File: src/rtl/dm_pkg.sv
// Shared types and default widths for the data-memory access blocks.
package dm_pkg;

    localparam int unsigned DATA_W          = 8;
    localparam int unsigned DM_ADDRESS_LINE = 8;
    localparam int unsigned DM_LEN_W        = 4;

    typedef enum logic [1:0] {
        IDLE,
        WRITE,
        READ
    } dm_state_e;

endpackage

File: src/rtl/dm_rd_skid.sv
// One-entry read output register: captures a memory byte when empty or being drained,
// so a consumer with rd_ready held high sees one byte per clock.
module dm_rd_skid
    import dm_pkg::*;
#(
    parameter int unsigned W = DATA_W
) (
    input  logic         clk,
    input  logic         reset,
    input  logic         load,
    input  logic [W-1:0] load_data,
    input  logic         rd_ready,
    output logic         cap,
    output logic         rd_valid,
    output logic [W-1:0] rd_data
);

    assign cap = !rd_valid || rd_ready;

    always_ff @(posedge clk) begin
        if (reset) begin
            rd_valid <= 1'b0;
            rd_data  <= '0;
        end else if (load && cap) begin
            rd_valid <= 1'b1;
            rd_data  <= load_data;
        end else if (rd_valid && rd_ready) begin
            rd_valid <= 1'b0;
        end
    end

endmodule

File: src/rtl/dm_burst_ctrl.sv
// Burst access controller for the 256x8 data memory: one request at a time, write bytes
// streamed in through wr_valid/wr_ready, read bytes streamed out through rd_valid/rd_ready.
module dm_burst_ctrl
    import dm_pkg::*;
#(
    parameter int unsigned ADDRESS_LINE = DM_ADDRESS_LINE,
    parameter int unsigned LEN_W        = DM_LEN_W
) (
    input  logic                    clk,
    input  logic                    reset,
    input  logic                    req_valid,
    output logic                    req_ready,
    input  logic                    req_write,
    input  logic [ADDRESS_LINE-1:0] req_addr,
    input  logic [LEN_W-1:0]        req_len,
    input  logic                    wr_valid,
    input  logic [DATA_W-1:0]       wr_data,
    output logic                    wr_ready,
    output logic                    rd_valid,
    output logic [DATA_W-1:0]       rd_data,
    input  logic                    rd_ready,
    output logic                    burst_done,
    output logic                    busy,
    output logic [ADDRESS_LINE-1:0] mem_address,
    output logic [DATA_W-1:0]       mem_write_data,
    output logic                    mem_write,
    output logic                    mem_read,
    input  logic [DATA_W-1:0]       mem_read_data
);

    dm_state_e               state;
    logic [ADDRESS_LINE-1:0] addr_q;
    logic [LEN_W-1:0]        beats_q;
    logic                    cap;
    logic                    take_wr;
    logic                    take_rd;
    logic                    beat;

    assign take_wr = (state == WRITE) && wr_valid;
    assign take_rd = (state == READ) && cap;
    assign beat    = take_wr || take_rd;

    assign req_ready      = (state == IDLE);
    assign wr_ready       = (state == WRITE);
    assign busy           = (state != IDLE);
    assign mem_address    = addr_q;
    assign mem_write_data = wr_data;
    assign mem_write      = take_wr;
    assign mem_read       = (state == READ);

    // A read byte left over from the previous burst simply holds off the first capture.
    dm_rd_skid #(
        .W(DATA_W)
    ) u_rd_skid (
        .clk      (clk),
        .reset    (reset),
        .load     (state == READ),
        .load_data(mem_read_data),
        .rd_ready (rd_ready),
        .cap      (cap),
        .rd_valid (rd_valid),
        .rd_data  (rd_data)
    );

    always_ff @(posedge clk) begin
        if (reset) begin
            state      <= IDLE;
            addr_q     <= '0;
            beats_q    <= '0;
            burst_done <= 1'b0;
        end else begin
            burst_done <= 1'b0;
            case (state)
                IDLE: begin
                    if (req_valid) begin
                        addr_q  <= req_addr;
                        beats_q <= req_len;
                        state   <= req_write ? WRITE : READ;
                    end
                end
                WRITE, READ: begin
                    if (beat) begin
                        addr_q  <= addr_q + 1'b1;
                        beats_q <= beats_q - 1'b1;
                        if (beats_q == '0) begin
                            state      <= IDLE;
                            burst_done <= 1'b1;
                        end
                    end
                end
                default: state <= IDLE;
            endcase
        end
    end

endmodule

File: config.mk
export PLATFORM = sky130hd
export DESIGN_NAME = dm_burst_ctrl
export DESIGN_NICKNAME = d
export VERILOG_FILES = /design/src/rtl/dm_pkg.sv /design/src/rtl/dm_rd_skid.sv /design/src/rtl/dm_burst_ctrl.sv
export SDC_FILE = /design/constraint.sdc
export NUM_CORES = 1
export LEC_CHECK = 0
export BUFFER_PORTS_ARGS = -buffer_cell sky130_fd_sc_hd__buf_4
export CAP_MARGIN = 10
export CELL_PAD_IN_SITES_DETAIL_PLACEMENT = 1
export CELL_PAD_IN_SITES_GLOBAL_PLACEMENT = 1
export CORE_MARGIN = 4
export CORE_UTILIZATION = 33
export CTS_CLUSTER_SIZE = 30
export DETAILED_ROUTE_END_ITERATION = 16
export GPL_ROUTABILITY_DRIVEN = 0
export HOLD_SLACK_MARGIN = 0.08
export PLACE_DENSITY_LB_ADDON = 0.1
export SLEW_MARGIN = 20
export SYNTH_ARGS = -nofsm -noshare
export SYNTH_HDL_FRONTEND = slang
export SYNTH_HIERARCHICAL = 1
export SYNTH_SLANG_ARGS = --single-unit
File: constraint.sdc
create_clock -name clk -period 2.22 [get_ports clk]
set_clock_uncertainty 0.1 [all_clocks]
set_input_delay 0.555 -clock clk [delete_from_list [all_inputs] [get_ports clk]]
set_output_delay 0.555 -clock clk [all_outputs]
set_load 0.05 [all_outputs]
==> results.py <==
metrics = {
    "sta": {
        "rsz0062_at_grt": "false",
        "max_clock_freq_mhz": 505,
        "final_min_period_over_clock_period_pct": 89.1,
        "worst_pin_slew_ps": 332,
        "slew_viol_final": 0,
        "hold_viol_final": 0,
        "timing.setup.tns_ps": 0,
        "maxSlewHeadroom_pct": 77.9,
        "setup_viol_count_final": 0,
        "holdWs_ps": 386,
        "finalCriticalPeriod_ps": 1980,
    },
    "synthesis": {
        "synthDominantCellAreaShare_pct": 34.2,
        "synthesis.area_um2": 1410,
        "post_synth.cell_area_avg_um2": 8.67,
        "sequential_cell_area_fraction_in_the_yosys_report_pct": 34.2,
        "synthFlopType": "sky130_fd_sc_hd__dfxtp_1",
        "synth.distinct_cells": 37,
        "synth.largest_area_cell": "sky130_fd_sc_hd__dfxtp_1",
        "synth-edff-count": 0,
        "synthArstFlopShare_pct": 0,
        "synth.area.top_cells": "sky130_fd_sc_hd__dfxtp_1, sky130_fd_sc_hd__a21bo_1, sky130_fd_sc_hd__a21oi_1",
        "synth_nets": 201,
        "number_of_warnings_printed_during_yosys_synthesis": 6,
        "syn_inst": 162,
        "synth.ff_latch_count": 24,
    },
    "setup_path": {
        "crit_slowest_cell": "sky130_fd_sc_hd__dfxtp_1",
        "category_of_the_worst_setup_path_launch_point": "register",
        "reg2reg_depth": 7,
        "cp.required_ps": 1560,
        "worstSetupPathType": "register to output pin",
        "critPathCaptureType": "output pin",
        "worstPathMaxFanout": 18,
        "cp.arrival_ps": 1320,
        "crit_top_cell": "sky130_fd_sc_hd__buf_4",
        "critical_path.cell_chain": "inv_1 > ha_1 > buf_4 > buf_4",
        "timing.critical_path.slowest_cell_delay_ps": 370,
    },
    "floorplanning": {
        "std_cell_rows": 23,
        "dieHeight_um": 73.3,
        "top_level_ports": 65,
        "floorplan.die_area_um2": 5370,
        "floorplan.initialDensity_pct": 34.6,
        "fp.dieW_um": 73.3,
        "design.core.area_um2": 4060,
    },
    "route": {
        "dr_wl_cell_um": 15.7,
        "wire_length_reported_by_the_detailed_router_um": 3920,
        "post-route-drc-count": 0,
        "ant_nets": 0,
        "vias_per_cell": 5.28,
        "dr.first_iter.drc_count": 30,
        "vias": 1320,
        "drt_pre_antenna_iters": 4,
    },
    "clocking": {
        "path_clk_slew_ps": 80,
        "cts.htree.levels": 1,
        "cts_buffer_depth": 2,
        "clkLatencyLatePin_ps": 260,
        "post_cts_resized": 0,
        "clockRootBuffer": "sky130_fd_sc_hd__clkbuf_8",
        "cts_tree": "built",
        "cts_hold_buf": 0,
        "clock-sinks": 24,
        "cts_setup_buffers": 0,
        "number_of_buffers_created_by_cts": 3,
    },
    "final_layout": {
        "layout-drive-gt1-share_pct": 34.5,
        "fillCellCount": 498,
        "seq_area_um2": 480,
        "multi_input_area_um2": 767,
        "fin_nets": 241,
        "finalCoreUtilization_pct": 43.8,
        "insertedDiodeCount": 0,
        "syn2layout_area_growth_pct": 26.4,
    },
    "worst_hold_path": {
        "class_of_the_most_critical_hold_timing_path": "register to register",
        "hold_depth": 2,
    },
    "placement": {
        "port_buffers": 48,
        "dp.final_hpwl_um": 2990,
    },
    "power_and_ir_drop": {
        "power_per_cell_area_nw_per_um2": 840,
        "cellLeakagePower_nw": 0.740,
        "fin_total_pwr_mw": 1.49,
        "power.ir.vdd_worst_v": 0.000343,
    },
    "status": {
        "outcome": "finished clean",
    },
    "flow_run": {
        "max_cap_violations": 0,
    },
    "global_route": {
        "first_pass_grt_wire_length_um": 6440,
        "grt_pass1_vias": 1386,
        "gr-total-overflow": 0,
        "grt_start_max_net_pins": 26,
        "grt_antenna_before_repair": 0,
        "grt.total_usage_pct": 15.1,
    },
}
## Yosys cell counts (2+ instances only)
cell and n:
sky130_fd_sc_hd__a211oi_1 2, sky130_fd_sc_hd__a21bo_1 9, sky130_fd_sc_hd__a21oi_1 16, sky130_fd_sc_hd__a21oi_2 8, sky130_fd_sc_hd__and2_1 2, sky130_fd_sc_hd__and4_1 2
sky130_fd_sc_hd__and4b_1 2, sky130_fd_sc_hd__buf_2 3, sky130_fd_sc_hd__buf_4 8, sky130_fd_sc_hd__buf_6 4, sky130_fd_sc_hd__clkbuf_1 3, sky130_fd_sc_hd__dfxtp_1 24
sky130_fd_sc_hd__ha_1 5, sky130_fd_sc_hd__inv_1 7, sky130_fd_sc_hd__nand2_1 8, sky130_fd_sc_hd__nand2b_1 4, sky130_fd_sc_hd__nand3_1 10, sky130_fd_sc_hd__nor2_1 5
sky130_fd_sc_hd__nor2b_1 5, sky130_fd_sc_hd__nor3_1 2, sky130_fd_sc_hd__o21ai_0 16, sky130_fd_sc_hd__o31a_1 2
## cells by family (layout without fill, tap and decap cells)
| kind of cell | count (synthesis) | in the layout | synth area share, % |
|---|---|---|---|
| DFF | 24 | 24 | 34.2 |
| AOI/OAI and AO/OA | 60 | 60 | 29.8 |
| adders and majority gates | 5 | 5 | 4.45 |
| muxes | 2 | 2 | 1.51 |
| and+or+nand+nor | 46 | 46 | 18.8 |
| buffers and inverters | 25 | 63 | 11.2 |
## through the flow
| step | instance area, um2 | std cells | setup WS (ps) |
|---|---|---|---|
| floorplan | 1410 | 162 | 67.0 |
| global placement | 1730 | 247 | 347 |
| detailed placement | 1730 | 247 | 244 |
| CTS | 1780 | 250 | 226 |
| global route | 1780 | 250 | 102 |
| finish | 1780 | 250 | 241 |
## where the power goes
part / internal (mW) / switching [mW]
registers: 0.489 / 0.0546
logic: 0.248 / 0.438
clock network: 0.121 / 0.140
total: 0.859 / 0.633
## placed cells by master, fill, tap and decap left out, types with 2 or more instances in the layout
cell type and instances:
sky130_fd_sc_hd__inv_1 7, sky130_fd_sc_hd__a211oi_1 2, sky130_fd_sc_hd__nor2_1 5, sky130_fd_sc_hd__and2_1 2
sky130_fd_sc_hd__a21oi_2 8, sky130_fd_sc_hd__o31a_1 2, sky130_fd_sc_hd__o21ai_0 16, sky130_fd_sc_hd__nand3_1 10
sky130_fd_sc_hd__nand2_1 8, sky130_fd_sc_hd__and4_1 2, sky130_fd_sc_hd__nor3_1 2, sky130_fd_sc_hd__and4b_1 2
sky130_fd_sc_hd__ha_1 5, sky130_fd_sc_hd__nand2b_1 4, sky130_fd_sc_hd__buf_4 53, sky130_fd_sc_hd__a21bo_1 9
sky130_fd_sc_hd__clkbuf_8 3, sky130_fd_sc_hd__nor2b_1 5, sky130_fd_sc_hd__dfxtp_1 24, sky130_fd_sc_hd__a21oi_1 16
## per-layer routing
| layer | part of all wire (%) | vias up | global-route usage [%] |
|---|---|---|---|
| met5 | 0 | - | 0 |
| met4 | 0.79 | 0 | 3.48 |
| met3 | 7.1 | 6 | 3.56 |
| met2 | 50 | 38 | 27.1 |
| met1 | 43 | 625 | 17.9 |
| li1 | - | 651 | - |
## registers in the layout, indices dropped and copies added (netlist names)
| register | count |
|---|---|
| beats_q | 4 |
| burst_done | 1 |
| state | 2 |
| u_rd_skid/rd_valid | 1 |
| mem_address | 8 |
| u_rd_skid/rd_data | 8 |
## layout make-up
| type | instances | share of cell area, % |
|---|---|---|
| well taps | 50 | 3.52 |
| repair buffers | 53 | 22.4 |
| inverters | 7 | 1.48 |
| multi-input cells | 113 | 43.2 |
| flip-flops and latches | 24 | 27.1 |
| clock buffers | 3 | 2.33 |
## worst max-delay path, delay by kind of cell, from the launching register on
kind,cells,cell delay (ps)
buffers and inverters,3,470
adder cells (fa/ha/maj),1,210
flip-flops,1,370
## path summary, 6_finish.rpt
check | start | endpoint | slack (ps)
max | state[0] | mem_read | 240
max reg2reg | state[0] | mem_address[0] | 240
min reg2reg | beats_q[1] | beats_q[1] | 390
min | beats_q[1] | beats_q[1] | 390
No activity file was read; power rests on OpenSTA's default activity.
